### src/rtl/riscv_dmem_rsp_pkg.sv
// Shared types for the data-memory response stage: access sizes, exception causes, queue entry.
// Optional macro RISCV_DMEM_RSP_MISALIGN_CHK_EN adds a locally computed misalignment bit per entry.
package riscv_dmem_rsp_pkg;

  typedef enum logic [1:0] {
    BYTE  = 2'd0,
    HWORD = 2'd1,
    WORD  = 2'd2,
    DWORD = 2'd3
  } biu_size_t;

  localparam int EXCEPTION_SIZE         = 16;
  localparam int CAUSE_MISALIGNED_LOAD  = 4;
  localparam int CAUSE_MISALIGNED_STORE = 6;
  localparam int CAUSE_LOAD_PAGE_FAULT  = 13;
  localparam int CAUSE_STORE_PAGE_FAULT = 15;

  // One outstanding access; the per-entry kill bit lives beside it in the queue.
  typedef struct packed {
    logic       we;
    biu_size_t  size;
    logic [2:0] off;
    logic       ld_unsigned;
    logic [4:0] rd;
`ifdef RISCV_DMEM_RSP_MISALIGN_CHK_EN
    logic       mis;
`endif
  } dmem_entry_t;

  function automatic logic is_misaligned(biu_size_t size, logic [2:0] off);
    case (size)
      HWORD:   return off[0];
      WORD:    return |off[1:0];
      DWORD:   return |off;
      default: return 1'b0;
    endcase
  endfunction

endpackage

### src/rtl/riscv_dmem_rsp_fifo.sv
// In-order circular queue of outstanding accesses with a kill-all input that marks every valid entry.
// Push is ignored when full and pop is ignored when empty.
module riscv_dmem_rsp_fifo #(
  parameter int DEPTH = 2,
  parameter int W     = 8
) (
  input  logic                   clk,
  input  logic                   rst,
  input  logic                   i_push,
  input  logic [W-1:0]           i_push_data,
  input  logic                   i_pop,
  input  logic                   i_kill_all,
  output logic [W-1:0]           o_head_data,
  output logic                   o_head_kill,
  output logic [$clog2(DEPTH):0] o_count,
  output logic                   o_full,
  output logic                   o_empty
);

  localparam int AW = $clog2(DEPTH);

  logic [W-1:0]     r_mem [DEPTH];
  logic [DEPTH-1:0] r_kill;
  logic [AW-1:0]    r_wr_ptr;
  logic [AW-1:0]    r_rd_ptr;
  logic [AW:0]      r_count;
  logic [DEPTH-1:0] w_valid;
  logic             w_push;
  logic             w_pop;

  assign o_full      = (r_count == (AW+1)'(DEPTH));
  assign o_empty     = (r_count == '0);
  assign o_count     = r_count;
  assign o_head_data = r_mem[r_rd_ptr];
  assign o_head_kill = r_kill[r_rd_ptr];
  assign w_push      = i_push && !o_full;
  assign w_pop       = i_pop && !o_empty;

  // Slot i is occupied when its distance from the read pointer is below the count.
  always_comb begin
    w_valid = '0;
    for (int i = 0; i < DEPTH; i++) begin
      w_valid[i] = ((AW+1)'(AW'(AW'(i) - r_rd_ptr)) < r_count);
    end
  end

  always_ff @(posedge clk) begin
    if (w_push) r_mem[r_wr_ptr] <= i_push_data;
  end

  always_ff @(posedge clk) begin
    if (rst) begin
      r_wr_ptr <= '0;
      r_rd_ptr <= '0;
      r_count  <= '0;
      r_kill   <= '0;
    end else begin
      if (i_kill_all) r_kill <= r_kill | w_valid;
      if (w_push) begin
        r_kill[r_wr_ptr] <= 1'b0;
        r_wr_ptr         <= r_wr_ptr + AW'(1);
      end
      if (w_pop) r_rd_ptr <= r_rd_ptr + AW'(1);
      case ({w_push, w_pop})
        2'b10:   r_count <= r_count + (AW+1)'(1);
        2'b01:   r_count <= r_count - (AW+1)'(1);
        default: r_count <= r_count;
      endcase
    end
  end

endmodule

### src/rtl/riscv_dmem_rsp.sv
// Data-memory response stage: queues issued accesses, aligns/extends load data, raises exceptions.
// Optional macro RISCV_DMEM_RSP_MISALIGN_CHK_EN enables the local misalignment check at issue.
module riscv_dmem_rsp
  import riscv_dmem_rsp_pkg::*;
#(
  parameter int XLEN  = 32,
  parameter int DEPTH = 2
) (
  input  logic                      clk,
  input  logic                      rst,
  input  logic                      i_flush,
  input  logic                      i_dmem_req,
  input  logic                      i_dmem_we,
  input  biu_size_t                 i_dmem_size,
  input  logic [XLEN-1:0]           i_dmem_adr,
  input  logic                      i_ld_unsigned,
  input  logic [4:0]                i_ld_rd,
  output logic                      o_rsp_stall,
  input  logic                      i_dmem_ack,
  input  logic [XLEN-1:0]           i_dmem_q,
  input  logic                      i_dmem_misaligned,
  input  logic                      i_dmem_page_fault,
  output logic                      o_wb_valid,
  output logic                      o_wb_we,
  output logic [4:0]                o_wb_dst,
  output logic [XLEN-1:0]           o_wb_r,
  output logic [EXCEPTION_SIZE-1:0] o_wb_exception
);

  // Handshake: an access is accepted on i_dmem_req && !o_rsp_stall; i_dmem_ack retires the head
  // only when the queue is non-empty; o_wb_valid is a one-cycle pulse with no back-pressure.

  dmem_entry_t               w_push_entry;
  dmem_entry_t               w_head;
  logic                      w_head_kill;
  logic                      w_empty;
  logic [$clog2(DEPTH):0]    w_count;
  logic                      w_pop;
  logic                      w_kill;
  logic                      w_mis;
  logic [2:0]                w_off;
  logic [XLEN-1:0]           w_shift;
  logic [XLEN-1:0]           w_mask;
  logic                      w_sign;
  logic [XLEN-1:0]           w_load;
  logic [EXCEPTION_SIZE-1:0] w_exc;
  logic                      w_unused_adr;

  logic                      r_wb_valid;
  logic                      r_wb_we;
  logic [4:0]                r_wb_dst;
  logic [XLEN-1:0]           r_wb_r;
  logic [EXCEPTION_SIZE-1:0] r_wb_exception;

  assign w_unused_adr = ^{i_dmem_adr[XLEN-1:3], w_count};

  always_comb begin
    w_push_entry             = '0;
    w_push_entry.we          = i_dmem_we;
    w_push_entry.size        = i_dmem_size;
    w_push_entry.off         = i_dmem_adr[2:0];
    w_push_entry.ld_unsigned = i_ld_unsigned;
    w_push_entry.rd          = i_ld_rd;
`ifdef RISCV_DMEM_RSP_MISALIGN_CHK_EN
    w_push_entry.mis         = is_misaligned(i_dmem_size, i_dmem_adr[2:0]);
`endif
  end

  riscv_dmem_rsp_fifo #(
    .DEPTH (DEPTH),
    .W     ($bits(dmem_entry_t))
  ) u_fifo (
    .clk         (clk),
    .rst         (rst),
    .i_push      (i_dmem_req),
    .i_push_data (w_push_entry),
    .i_pop       (i_dmem_ack),
    .i_kill_all  (i_flush),
    .o_head_data (w_head),
    .o_head_kill (w_head_kill),
    .o_count     (w_count),
    .o_full      (o_rsp_stall),
    .o_empty     (w_empty)
  );

  assign w_pop  = i_dmem_ack && !w_empty;
  assign w_kill = w_head_kill || i_flush;

  // A 32-bit datapath only sees the byte lane within its word.
  assign w_off   = (XLEN == 32) ? {1'b0, w_head.off[1:0]} : w_head.off;
  assign w_shift = i_dmem_q >> {w_off, 3'b000};

  always_comb begin
    w_mask = '1;
    w_sign = 1'b0;
    case (w_head.size)
      BYTE:    begin w_mask = XLEN'(8'hFF);         w_sign = w_shift[7];  end
      HWORD:   begin w_mask = XLEN'(16'hFFFF);      w_sign = w_shift[15]; end
      WORD:    begin w_mask = XLEN'(32'hFFFF_FFFF); w_sign = w_shift[31]; end
      default: begin w_mask = '1;                   w_sign = 1'b0;        end
    endcase
  end

  assign w_load = (w_head.size == DWORD) ? i_dmem_q :
                  ((w_shift & w_mask) | ((w_sign && !w_head.ld_unsigned) ? ~w_mask : '0));

`ifdef RISCV_DMEM_RSP_MISALIGN_CHK_EN
  assign w_mis = i_dmem_misaligned || w_head.mis;
`else
  assign w_mis = i_dmem_misaligned;
`endif

  always_comb begin
    w_exc = '0;
    if (w_mis) begin
      w_exc[w_head.we ? CAUSE_MISALIGNED_STORE : CAUSE_MISALIGNED_LOAD] = 1'b1;
    end else if (i_dmem_page_fault) begin
      w_exc[w_head.we ? CAUSE_STORE_PAGE_FAULT : CAUSE_LOAD_PAGE_FAULT] = 1'b1;
    end
  end

  always_ff @(posedge clk) begin
    if (rst) begin
      r_wb_valid     <= 1'b0;
      r_wb_we        <= 1'b0;
      r_wb_dst       <= '0;
      r_wb_r         <= '0;
      r_wb_exception <= '0;
    end else begin
      r_wb_valid     <= 1'b0;
      r_wb_we        <= 1'b0;
      r_wb_dst       <= '0;
      r_wb_r         <= '0;
      r_wb_exception <= '0;
      if (w_pop && !w_kill) begin
        r_wb_valid     <= 1'b1;
        r_wb_we        <= !w_head.we && (w_exc == '0);
        r_wb_dst       <= w_head.rd;
        r_wb_r         <= w_head.we ? '0 : w_load;
        r_wb_exception <= w_exc;
      end
    end
  end

  assign o_wb_valid     = r_wb_valid;
  assign o_wb_we        = r_wb_we;
  assign o_wb_dst       = r_wb_dst;
  assign o_wb_r         = r_wb_r;
  assign o_wb_exception = r_wb_exception;

endmodule

### config.mk
export PLATFORM = sky130hd
export DESIGN_NAME = riscv_dmem_rsp
export DESIGN_NICKNAME = d
export VERILOG_FILES = /design/src/rtl/riscv_dmem_rsp_pkg.sv /design/src/rtl/riscv_dmem_rsp_fifo.sv /design/src/rtl/riscv_dmem_rsp.sv
export SDC_FILE = /design/constraint.sdc
export NUM_CORES = 1
export LEC_CHECK = 0
export BUFFER_PORTS_ARGS = -buffer_cell sky130_fd_sc_hd__buf_2
export CELL_PAD_IN_SITES_DETAIL_PLACEMENT = 1
export CELL_PAD_IN_SITES_GLOBAL_PLACEMENT = 1
export CORE_MARGIN = 4
export CORE_UTILIZATION = 36
export CTS_BUF_LIST = sky130_fd_sc_hd__clkbuf_8
export DETAILED_ROUTE_END_ITERATION = 16
export MAX_ROUTING_LAYER = met4
export PLACE_DENSITY = 0.88
export SLEW_MARGIN = 20
export SYNTH_ARGS = -nofsm -noshare
export SYNTH_HDL_FRONTEND = slang
export SYNTH_SLANG_ARGS = --single-unit
### constraint.sdc
create_clock -name clk -period 2.72 [get_ports clk]
set_clock_uncertainty 0.05 [all_clocks]
set_input_delay 0.136 -clock clk [delete_from_list [all_inputs] [get_ports clk]]
set_output_delay 0.136 -clock clk [all_outputs]
set_load 0.02 [all_outputs]
# Word level (Yosys, flattened, before mapping)
# Memory sizes are Yosys's and may differ from the RTL's. A register that Yosys moved wholly into a read port is not among the register bits.
# Index checks and enable logic that the tools add are counted.
[totals]
reg_bits = 61
mem_bits_rw = 24
input_bits = 80
output_inout_bits = 56
elab_cells = 84
n_memories = 1
[memory_table]
columns = ["memory", "words", "word_bits", "read_ports", "rd_ports_with_merged_regs", "wr", "line_no", "rtl"]
rows = [
  ["u_fifo.r_mem", 2, 12, 1, 1, 1, "riscv_dmem_rsp_fifo.sv:22", "logic [W-1:0] r_mem [DEPTH];"],
]
[classes]
n_addsub = 6
order_cmp = 9
n_eq_ne = 6
shift = 1
mux = 25
bitwise_logic = 7
reduce_logical = 20
[op_table]
columns = ["op", "n"]
rows = [
  ["$mux W32", 2],
  ["$pmux W32 S2", 1],
  ["$and A32 B32 Y32", 1],
  ["$mux W16", 2],
  ["$not A32 Y32", 1],
  ["$or A32 B32 Y32", 1],
  ["$shr A32 B5 Y32", 1],
  ["$logic_not A16 Y1", 1],
  ["$mux W1", 10],
  ["$mux W2", 5],
  ["$demux W1 S4", 2],
  ["$eq A2 B2 Y1 const B", 4],
  ["$logic_and A1 B1 Y1", 8],
  ["$logic_not A1 Y1", 5],
  ["$lt A3 B5 Y1 const B", 1],
  ["$lt A4 B5 Y1 const B", 1],
  ["$eq A2 B1 Y1 const B", 2],
  ["$ge A4 B1 Y1 const B", 1],
  ["$logic_not A2 Y1", 2],
  ["$lt A1 B2 Y1", 2],
  ["$lt A1 B2 Y1 const B", 2],
  ["$pmux W2 S2", 1],
  ["$ge A3 B1 Y1 const B", 1],
  ["$pmux W1 S3", 1],
  ["14 further kinds", 16],
]

# Longest topological paths before layout
# Gate-level depths: netlist of run 1.
[logic_depth]
ltp_word = 9
mapped_depth = 8
ltp_nobuf = 6

# Cells and area by module
# A second synthesis of run 1 with hierarchy kept.
[unflattened]
hier_cells = 313
area_unflattened_um2 = 3380.7
[modules_own_cells]
columns = ["module", "n_inst", "cells_per_inst", "area_each_um2", "seq_area_each_um2"]
rows = [
  ["riscv_dmem_rsp", 1, 238, 2182.1, 860.8],
  ["riscv_dmem_rsp_fifo", 1, 75, 1198.6, 860.8],
]

# Least setup slack after synthesis of run 1
# No wires, ideal clock.
[synth_path]
kind = "register to register"
startpoint = "register with a tool-made name"
endpoint = "register r_wb_r[22], in the netlist o_wb_r[22]"
setup_time_ns = 0.072
arrival_ns = 1.988
required_ns = 2.598
path_slack_ns = 0.610
stages_incl_launch_ff = 7
path_buffers = 1
period_less_slack_ns = 2.110
path_cell_list = "dfxtp_1 -> mux2i_2 -> mux4_2 -> nand2b_1 -> a211o_1 -> buf_6 -> a21oi_1"
[synth_lines]
columns = ["item", "line_no", "rtl"]
rows = [
  ["to (signal assigned)", "riscv_dmem_rsp.sv:139", "r_wb_r <= w_head.we ? '0 : w_load;"],
  ["to (decl)", "riscv_dmem_rsp.sv:52", "logic [XLEN-1:0] r_wb_r;"],
]

# Final worst setup path of run 1
[layout_path]
startpoint = "register u_fifo.r_rd_ptr"
endpoint = "register r_wb_we, in the netlist o_wb_we"
[layout_between]
elab_chain_len = 7
[layout_rtl]
columns = ["item", "line_no", "rtl"]
rows = [
  ["from (decl)", "riscv_dmem_rsp_fifo.sv:25", "logic [AW-1:0] r_rd_ptr;"],
  ["from (signal assigned)", "riscv_dmem_rsp_fifo.sv:63", "if (w_pop) r_rd_ptr <= r_rd_ptr + AW'(1);"],
  ["$mux W1 (implied by the code) (2 in series)", "riscv_dmem_rsp_fifo.sv:35", "assign o_head_kill = r_kill[r_rd_ptr];"],
  ["$logic_or A1 B1 Y1", "riscv_dmem_rsp.sv:87", "assign w_kill = w_head_kill || i_flush;"],
  ["$logic_not A1 Y1", "riscv_dmem_rsp.sv:135", "if (w_pop && !w_kill) begin"],
  ["$logic_and A1 B1 Y1", "riscv_dmem_rsp.sv:135", ""],
  ["$not A1 Y1 (no line)", "--", ""],
  ["$reduce_or A2 Y1 (no line)", "--", ""],
  ["to (signal assigned)", "riscv_dmem_rsp.sv:137", "r_wb_we <= !w_head.we && (w_exc == '0);"],
  ["to (decl)", "riscv_dmem_rsp.sv:50", "logic r_wb_we;"],
]
# Every way passes these cells. The select of a mux whose other input is x is not followed.
# A chain may end at the register's enable or synchronous reset.

==> flow_summary_export.csv, run 1 <==
group,metric,value,unit
clocking,cts.sink_count,72,
drt,drt-pass1-iter-count,4,
worst_setup_path,crit_slowest_cell,"dlygate4sd3_1",
synthesis,postSynthRegisterBits,72,
timing,max_freq,400,MHz
worst_hold_path,min_path_type,"input port to flop",
synthesis,synth_cell_types,50,
floorplanning,die_x,99.8,microns
timing,max_slew_margin,0.561,
worst_setup_path,critPathTopFamily,"buffers and inverters",
global_route,grt_start_max_net_pins,20,
clocking,post-cts-setup-buffers,0,
timing,max_slew.worst_pin.slew,658,ps
synthesis,synthDominantAreaCellType,"dfxtp_1",
layout,final_net_count,486,
worst_setup_path,cp.buffers_inverters,3,
worst_setup_path,crit_path_cell_chain,"mux2_2, or4_1, inv_2, nand2_2, buf_4, nor3_1, dlygate4sd3_1",
drt,drt_wl_total,8510,microns
timing,fin_hold_ws,8.63,ps
worst_setup_path,worstSetupPathType,"flop to flop",
floorplanning,die_height,99.8,microns
drt,drt_first_iter_violations,201,
worst_setup_path,worst_setup_path_end_kind,"flop",
global_route,grt_antenna_before_repair,0,
global_route,first_global_vias,2721,
worst_setup_path,cp_data_arrival_time,2750,ps
layout,stdcell_count,515,
placement,hpwlAfterDp,6360,microns
placement,place_inst,483,
synthesis,synth.cell_area,3040,sq um
timing,setup_total_negative_slack,0,ps
timing,period_share,0.920,
synthesis,dominant_cell_by_count_in_the_synthesized_netlist,"dfxtp_1",
power_and_ir_drop,worst_ir_drop_vdd,0.387,mV
global_route,global_route.overflow_total,0,
clocking,clk-insertion-delay-late,350,ps
timing,grt_setup_unrepaired,"false",
placement,gp_congestion,0.822,
layout,drive_above_1_share,0.332,
synthesis,async_reset_ff_frac,0,
placement,dp_worst_setup_slack,294,ps
global_route,grt_pass1_wl,13500,microns
clocking,clock_path_buffers,2,
drt,detail_routed_net_length_per_standard_cell,16.5,microns
synthesis,yosys-top-cells-area,"dfxtp_1, edfxtp_1, mux2i_1, a21oi_1, buf_4",
outcome,outcome,"finished, final reports clean",
layout,fill_cell_count,954,
synthesis,synth_edf_count,22,
worst_setup_path,critical-path-max-stage-delay,560,ps
synthesis,synth.avg_cell_area,10.5,sq um
floorplanning,placementRows,33,
timing,setup_viol,0,
clocking,cts.root.buffer_cell,"clkbuf_8",
worst_setup_path,critical_path.max_fanout,16,
floorplanning,ios,136,
drt,vias,2637,
synthesis,synth-seq-area-share,0.547,
global_route,gr_util_all_layers,0.178,
synthesis,number_of_instances_in_the_synthesized_netlist,289,
timing,finalWorstPathRequiredPeriod,2500,ps
floorplanning,floorplan.core_area,8220,sq um
clocking,clk_pin_slew,80,ps
power_and_ir_drop,totalPowerFinal,0.00334,W
drt,vias_per_cell,5.12,
synthesis,synth_commonest_cells,"dfxtp_1, nor2_1, a21oi_1",
run,timing.max_cap.violations,0,
drt,drc,0,
clocking,htree_num_levels,3,
timing,final_max_slew_violation_count,0,
placement,buffer_ports.inserted,93,
worst_setup_path,required_time_reported_for_the_critical_path_endpoint,2960,ps
layout,diodes,0,
power_and_ir_drop,p_per_area,842,nW/um^2
synthesis,ys_warn_count,0,
synthesis,synth.top_cell.area_share,0.330,
worst_setup_path,critical_path_start_type,"flop",
synthesis,dominantRegCellSynth,"dfxtp_1",
timing,post-route-worst-setup-slack,218,ps
clocking,cts_tree,"built",
clocking,cts_buffers,9,
floorplanning,start_util,0.370,
layout,area_delta_synth_final,30.7,%
power_and_ir_drop,leakagePower,1.76,nW
floorplanning,die_area,9970,sq um
timing,finalHoldViolCount,0,
drt,final_antenna_net_count,0,
## routing by layer
metal  wire length [microns]  global-route usage  vias up
li1                        -                   -     1260
met1                    3540               0.205     1264
met2                    4230               0.294       89
met3                     493              0.0417       24
met4                     250              0.0840        0
met5                       0                   -        -
## state kept, by name, summed over array words and instances, names as in the netlist, 2 cells and up, named ones only
signal          cells
o_wb_r             32
u_fifo.r_mem       22
o_wb_dst            5
o_wb_exception      4
u_fifo.o_count      2
u_fifo.r_kill       2
## metrics by stage
stage | area (sq um) | util
finish | 3970 | 0.483
global route | 3970 | 0.483
CTS | 3960 | 0.482
detailed placement | 3590 | 0.437
global placement | 3590 | 0.437
floorplan | 3080 | -
## repair_timing
| action | CTS | global route |
|---|---|---|
| endpoints found under the setup margin | 0 | 1 |
| hold endpoints to repair | 29 | 0 |
| resized for setup | 0 | 2 |
| hold buffers | 16 | 0 |
## layout by cell type, fill, tap and decap left out, types with 2 or more instances in the layout
cell type,n
a211oi_1,2
a21o_1,3
a21oi_1,23
a21oi_2,8
a221oi_1,3
a22oi_1,10
and2_1,3
and3_1,3
buf_2,93
buf_4,9
bufinv_16,2
clkbuf_8,9
clkinv_2,2
conb_1,12
dfxtp_1,49
dlygate4sd3_1,16
edfxtp_1,22
inv_1,10
inv_4,2
mux2_2,4
mux2i_1,14
nand2_1,18
nand2b_1,5
nor2_1,26
nor3_1,7
o21ai_0,18
o221ai_1,2
o22ai_1,3
o2bb2ai_1,5
xnor2_1,2
xor2_1,2
## tightest hold or removal path, stage by stage
cell and delay [ps]:
buf_2 120, nand2_1 70, a21oi_2 50
## worst paths after layout
check                     start           to  cells past startpoint  slack [ps]
max             u_fifo.r_rd_ptr      o_wb_we                      7         220
min                i_dmem_q[24]   o_wb_r[24]                      3           9
max reg2reg     u_fifo.r_rd_ptr      o_wb_we                      7         220
min reg2reg  u_fifo.r_mem[0][0]  o_wb_dst[0]                      2         440
## cell type report
| type | count | area [sq um] | area share |
|---|---|---|---|
| sequential | 72 | 1660 | 0.419 |
| tap | 105 | 131 | 0.0331 |
| inverter | 10 | 37.5 | 0.00946 |
| multi-input combinational | 194 | 1230 | 0.311 |
| clock buffer | 9 | 124 | 0.0312 |
| timing repair buffer | 118 | 693 | 0.175 |
| clock inverter | 7 | 86.3 | 0.0218 |
## power by group
part	total [W]	switching [W]	internal (W)
combinational	0.00114	0.000698	0.000438
sequential	0.00131	0.0000723	0.00123
clock	0.000900	0.000390	0.000511
total	0.00334	0.00116	0.00218
## kinds of logic after synthesis
| family | count (synthesis) | share of synthesized area |
|---|---|---|
| DFF | 72 | 0.547 |
| buffers and inverters | 34 | 0.0614 |
| adders and majority gates | 1 | 0.00412 |
| other | 1 | 0.00123 |
| and+or+nand+nor | 69 | 0.106 |
| muxes | 20 | 0.0729 |
| AOI/OAI and AO/OA | 88 | 0.196 |
| xor gates and xnor gates | 4 | 0.0115 |
No activity file was read; power rests on OpenSTA's default activity.
==> run 2, diff against run 1 <==
--- a/config.mk
+++ b/config.mk
@@ -5,15 +5,16 @@
 export SDC_FILE = /design/constraint.sdc
 export NUM_CORES = 1
 export LEC_CHECK = 0
+export ABC_AREA = 1
 export BUFFER_PORTS_ARGS = -buffer_cell sky130_fd_sc_hd__buf_2
 export CELL_PAD_IN_SITES_DETAIL_PLACEMENT = 1
 export CELL_PAD_IN_SITES_GLOBAL_PLACEMENT = 1
 export CORE_MARGIN = 4
-export CORE_UTILIZATION = 36
+export CORE_UTILIZATION = 35
 export CTS_BUF_LIST = sky130_fd_sc_hd__clkbuf_8
 export DETAILED_ROUTE_END_ITERATION = 16
 export MAX_ROUTING_LAYER = met4
-export PLACE_DENSITY = 0.88
+export PLACE_DENSITY = 0.87
 export SLEW_MARGIN = 20
 export SYNTH_ARGS = -nofsm -noshare
 export SYNTH_HDL_FRONTEND = slang
==> run 2 against run 1 <==
Effect of this change:
- worst setup slack gained 320 ps
- critical endpoint unchanged
- sequential cell count is the same
- synthesized cell count grew 30%
- synthesized area grew 7.6%
- core utilization shrank 1.7 points
- register-to-register slack gained 320 ps
==> flow_summary_export.csv, run 2 <==
group,metric,value,unit
worst_setup_path,cp_data_arrival_time,2370,ps
clocking,htree_num_levels,3,
timing,setup_total_negative_slack,0,ps
worst_hold_path,worst_hold_path.num_cells,3,
synthesis,number_of_instances_in_the_synthesized_netlist,377,
timing,setup_viol,0,
worst_setup_path,worstSetupPathType,"flop to flop",
floorplanning,start_util,0.367,
layout,layout.cells.most_common,"buf_2",
floorplanning,ios,136,
worst_setup_path,critical_path.most_common_cell,"inv_1",
synthesis,synth-seq-area-share,0.509,
drt,vias,3027,
clocking,cts_buffers,9,
power_and_ir_drop,worst_ir_drop_vdd,0.462,mV
layout,drive_above_1_share,0.291,
global_route,gr_util_all_layers,0.187,
floorplanning,die_area,10900,sq um
drt,final_antenna_net_count,0,
timing,fin_hold_ws,10.7,ps
timing,finalWorstPathRequiredPeriod,2180,ps
layout,diodes,0,
layout,stdcell_count,600,
synthesis,synth.top_cell.area_share,0.306,
worst_setup_path,crit-reg2reg-launch,"u_fifo.o_count[0]",
placement,gp_congestion,0.843,
floorplanning,placementRows,34,
floorplanning,die_x,105,microns
global_route,first_global_vias,3173,
worst_setup_path,critical_path_start_type,"flop",
drt,detail_routed_net_length_per_standard_cell,16.6,microns
synthesis,async_reset_ff_frac,0,
floorplanning,die_height,105,microns
worst_setup_path,critPathTopFamily,"buffers and inverters",
worst_setup_path,crit_path_cell_chain,"o21ai_1, inv_1, nand4_2, inv_1, nand2_1, nor3_1, dlygate4sd3_1",
drt,drt_wl_total,9950,microns
outcome,outcome,"finished, final reports clean",
synthesis,postSynthRegisterBits,72,
layout,area_delta_synth_final,26.8,%
synthesis,dominantRegCellSynth,"dfxtp_1",
worst_setup_path,timing.reg2reg.setup_slack,540,ps
drt,drc,0,
synthesis,dominant_cell_by_count_in_the_synthesized_netlist,"nand2_1",
clocking,cts_resized,0,
drt,drt_first_iter_violations,80,
clocking,cts_tree,"built",
drt,drt-pass1-iter-count,4,
worst_setup_path,crit_slowest_cell,"dlygate4sd3_1",
clocking,cts.root.buffer_cell,"clkbuf_8",
placement,hpwlAfterDp,7060,microns
layout,final_core_util,0.466,
timing,final_max_slew_violation_count,0,
timing,finalHoldViolCount,0,
synthesis,synth.avg_cell_area,8.67,sq um
worst_setup_path,critical_path.max_fanout,13,
floorplanning,floorplan.core_area,8890,sq um
clocking,clock_path_buffers,2,
synthesis,synthDominantAreaCellType,"dfxtp_1",
placement,place_inst,569,
synthesis,synth_commonest_cells,"nand2_1, a21oi_1, dfxtp_1",
drt,vias_per_cell,5.05,
worst_hold_path,min_path_type,"input port to flop",
synthesis,synth.cell_area,3270,sq um
synthesis,ys_warn_count,0,
power_and_ir_drop,leakagePower,1.93,nW
synthesis,yosys-top-cells-area,"dfxtp_1, edfxtp_1, a21oi_1, nand2_1, o21ai_0",
timing,period_share,0.802,
placement,dp_worst_setup_slack,581,ps
global_route,global_route.overflow_total,0,
worst_setup_path,timing.rr.end,"o_wb_we",
clocking,cts.sink_count,72,
timing,max_slew.worst_pin.slew,1040,ps
worst_setup_path,reg2regPathDepth,7,
power_and_ir_drop,p_per_area,749,nW/um^2
timing,max_freq,458,MHz
synthesis,synth_cell_types,35,
layout,largest_reg_flops,32,
clocking,clk-insertion-delay-late,350,ps
global_route,grt_pass1_wl,16100,microns
worst_setup_path,cp.buffers_inverters,3,
global_route,grt_start_max_net_pins,25,
synthesis,synth_edf_count,22,
worst_setup_path,required_time_reported_for_the_critical_path_endpoint,2910,ps
worst_hold_path,hold_path_end,"o_wb_r[7]",
worst_setup_path,critical-path-max-stage-delay,580,ps
worst_setup_path,worst_setup_path_end_kind,"flop",
timing,max_slew_margin,0.304,
placement,buffer_ports.inserted,93,
worst_hold_path,min_from,"i_dmem_q[7]",
clocking,clk_pin_slew,90,ps
timing,post-route-worst-setup-slack,539,ps
run,timing.max_cap.violations,0,
global_route,grt_antenna_before_repair,0,
layout,most-common-layout-cells,"buf_2, nand2_1, a21oi_1, dfxtp_1, o21ai_0",
timing,grt_setup_unrepaired,"false",
layout,final_net_count,568,
-- run 2: layer usage --
| metal | vias up | global-route usage | routed length [microns] |
|---|---|---|---|
| met3 | 9 | 0.0499 | 538 |
| met4 | 0 | 0.0300 | 97 |
| met2 | 99 | 0.340 | 5300 |
| met5 | - | - | 0 |
| met1 | 1453 | 0.208 | 4020 |
| li1 | 1466 | - | - |
-- run 2: kinds of logic (layout without fill, tap and decap cells) --
logic type      Yosys count  count (layout)  synth area share
simple gates            128             128             0.186
compound gates          114             114             0.203
flops                    72              72             0.509
buf+inv                  60             164            0.0942
fa+ha+maj                 1               1           0.00383
other cells               1              12           0.00115
mux                       1               1           0.00306
-- run 2: layout make-up --
cell class | count | area [sq um]
fillers | 1080 | 4750
flip-flops and latches | 72 | 1660
multi-input cells | 256 | 1340
repair buffers | 112 | 646
inverters | 36 | 135
well taps | 108 | 135
clock buffers | 9 | 124
clock inverters | 7 | 103
-- run 2: worst max-delay path by stage --
stage                  to  depth (start not counted)               from  slack (ps)
2_1_floorplan  o_wb_r[25]                          9               flop        1030
3_3_place_gp   o_wb_r[19]                          8               flop         700
3_5_place_dp   o_wb_r[18]                          9               flop         580
4_1_cts        o_wb_r[18]                          9               flop         560
5_1_grt        o_wb_r[18]                          9               flop         350
6_report          o_wb_we                          7  u_fifo.o_count[0]         540
-- run 2: repair_timing --
action,in CTS,in global routing
hold endpoints to repair,27,0
buffers inserted,0,0
hold buffers,15,0
-- run 2: worst register-to-register path: stages (launching register included) --
cell and delay (ps):
dfxtp_1 370, o21ai_1 280, inv_1 130, nand4_2 110, inv_1 60, nand2_1 380, nor3_1 110, dlygate4sd3_1 580
-- run 2: power by group --
group | switching, W | total, W | internal [W]
combinational | 0.000646 | 0.000913 | 0.000267
sequential | 0.0000366 | 0.00123 | 0.00119
clock | 0.000437 | 0.000962 | 0.000526
total | 0.00112 | 0.00310 | 0.00198
-- run 2: per-stage QoR --
step / total power (W) / area (sq um)
final: 0.00310 / 4140
after global routing: 0.00329 / 4140
after CTS: 0.00312 / 4140
after detailed placement: 0.00213 / 3770
after global placement: 0.00209 / 3770
after floorplan: 0.00191 / 3310
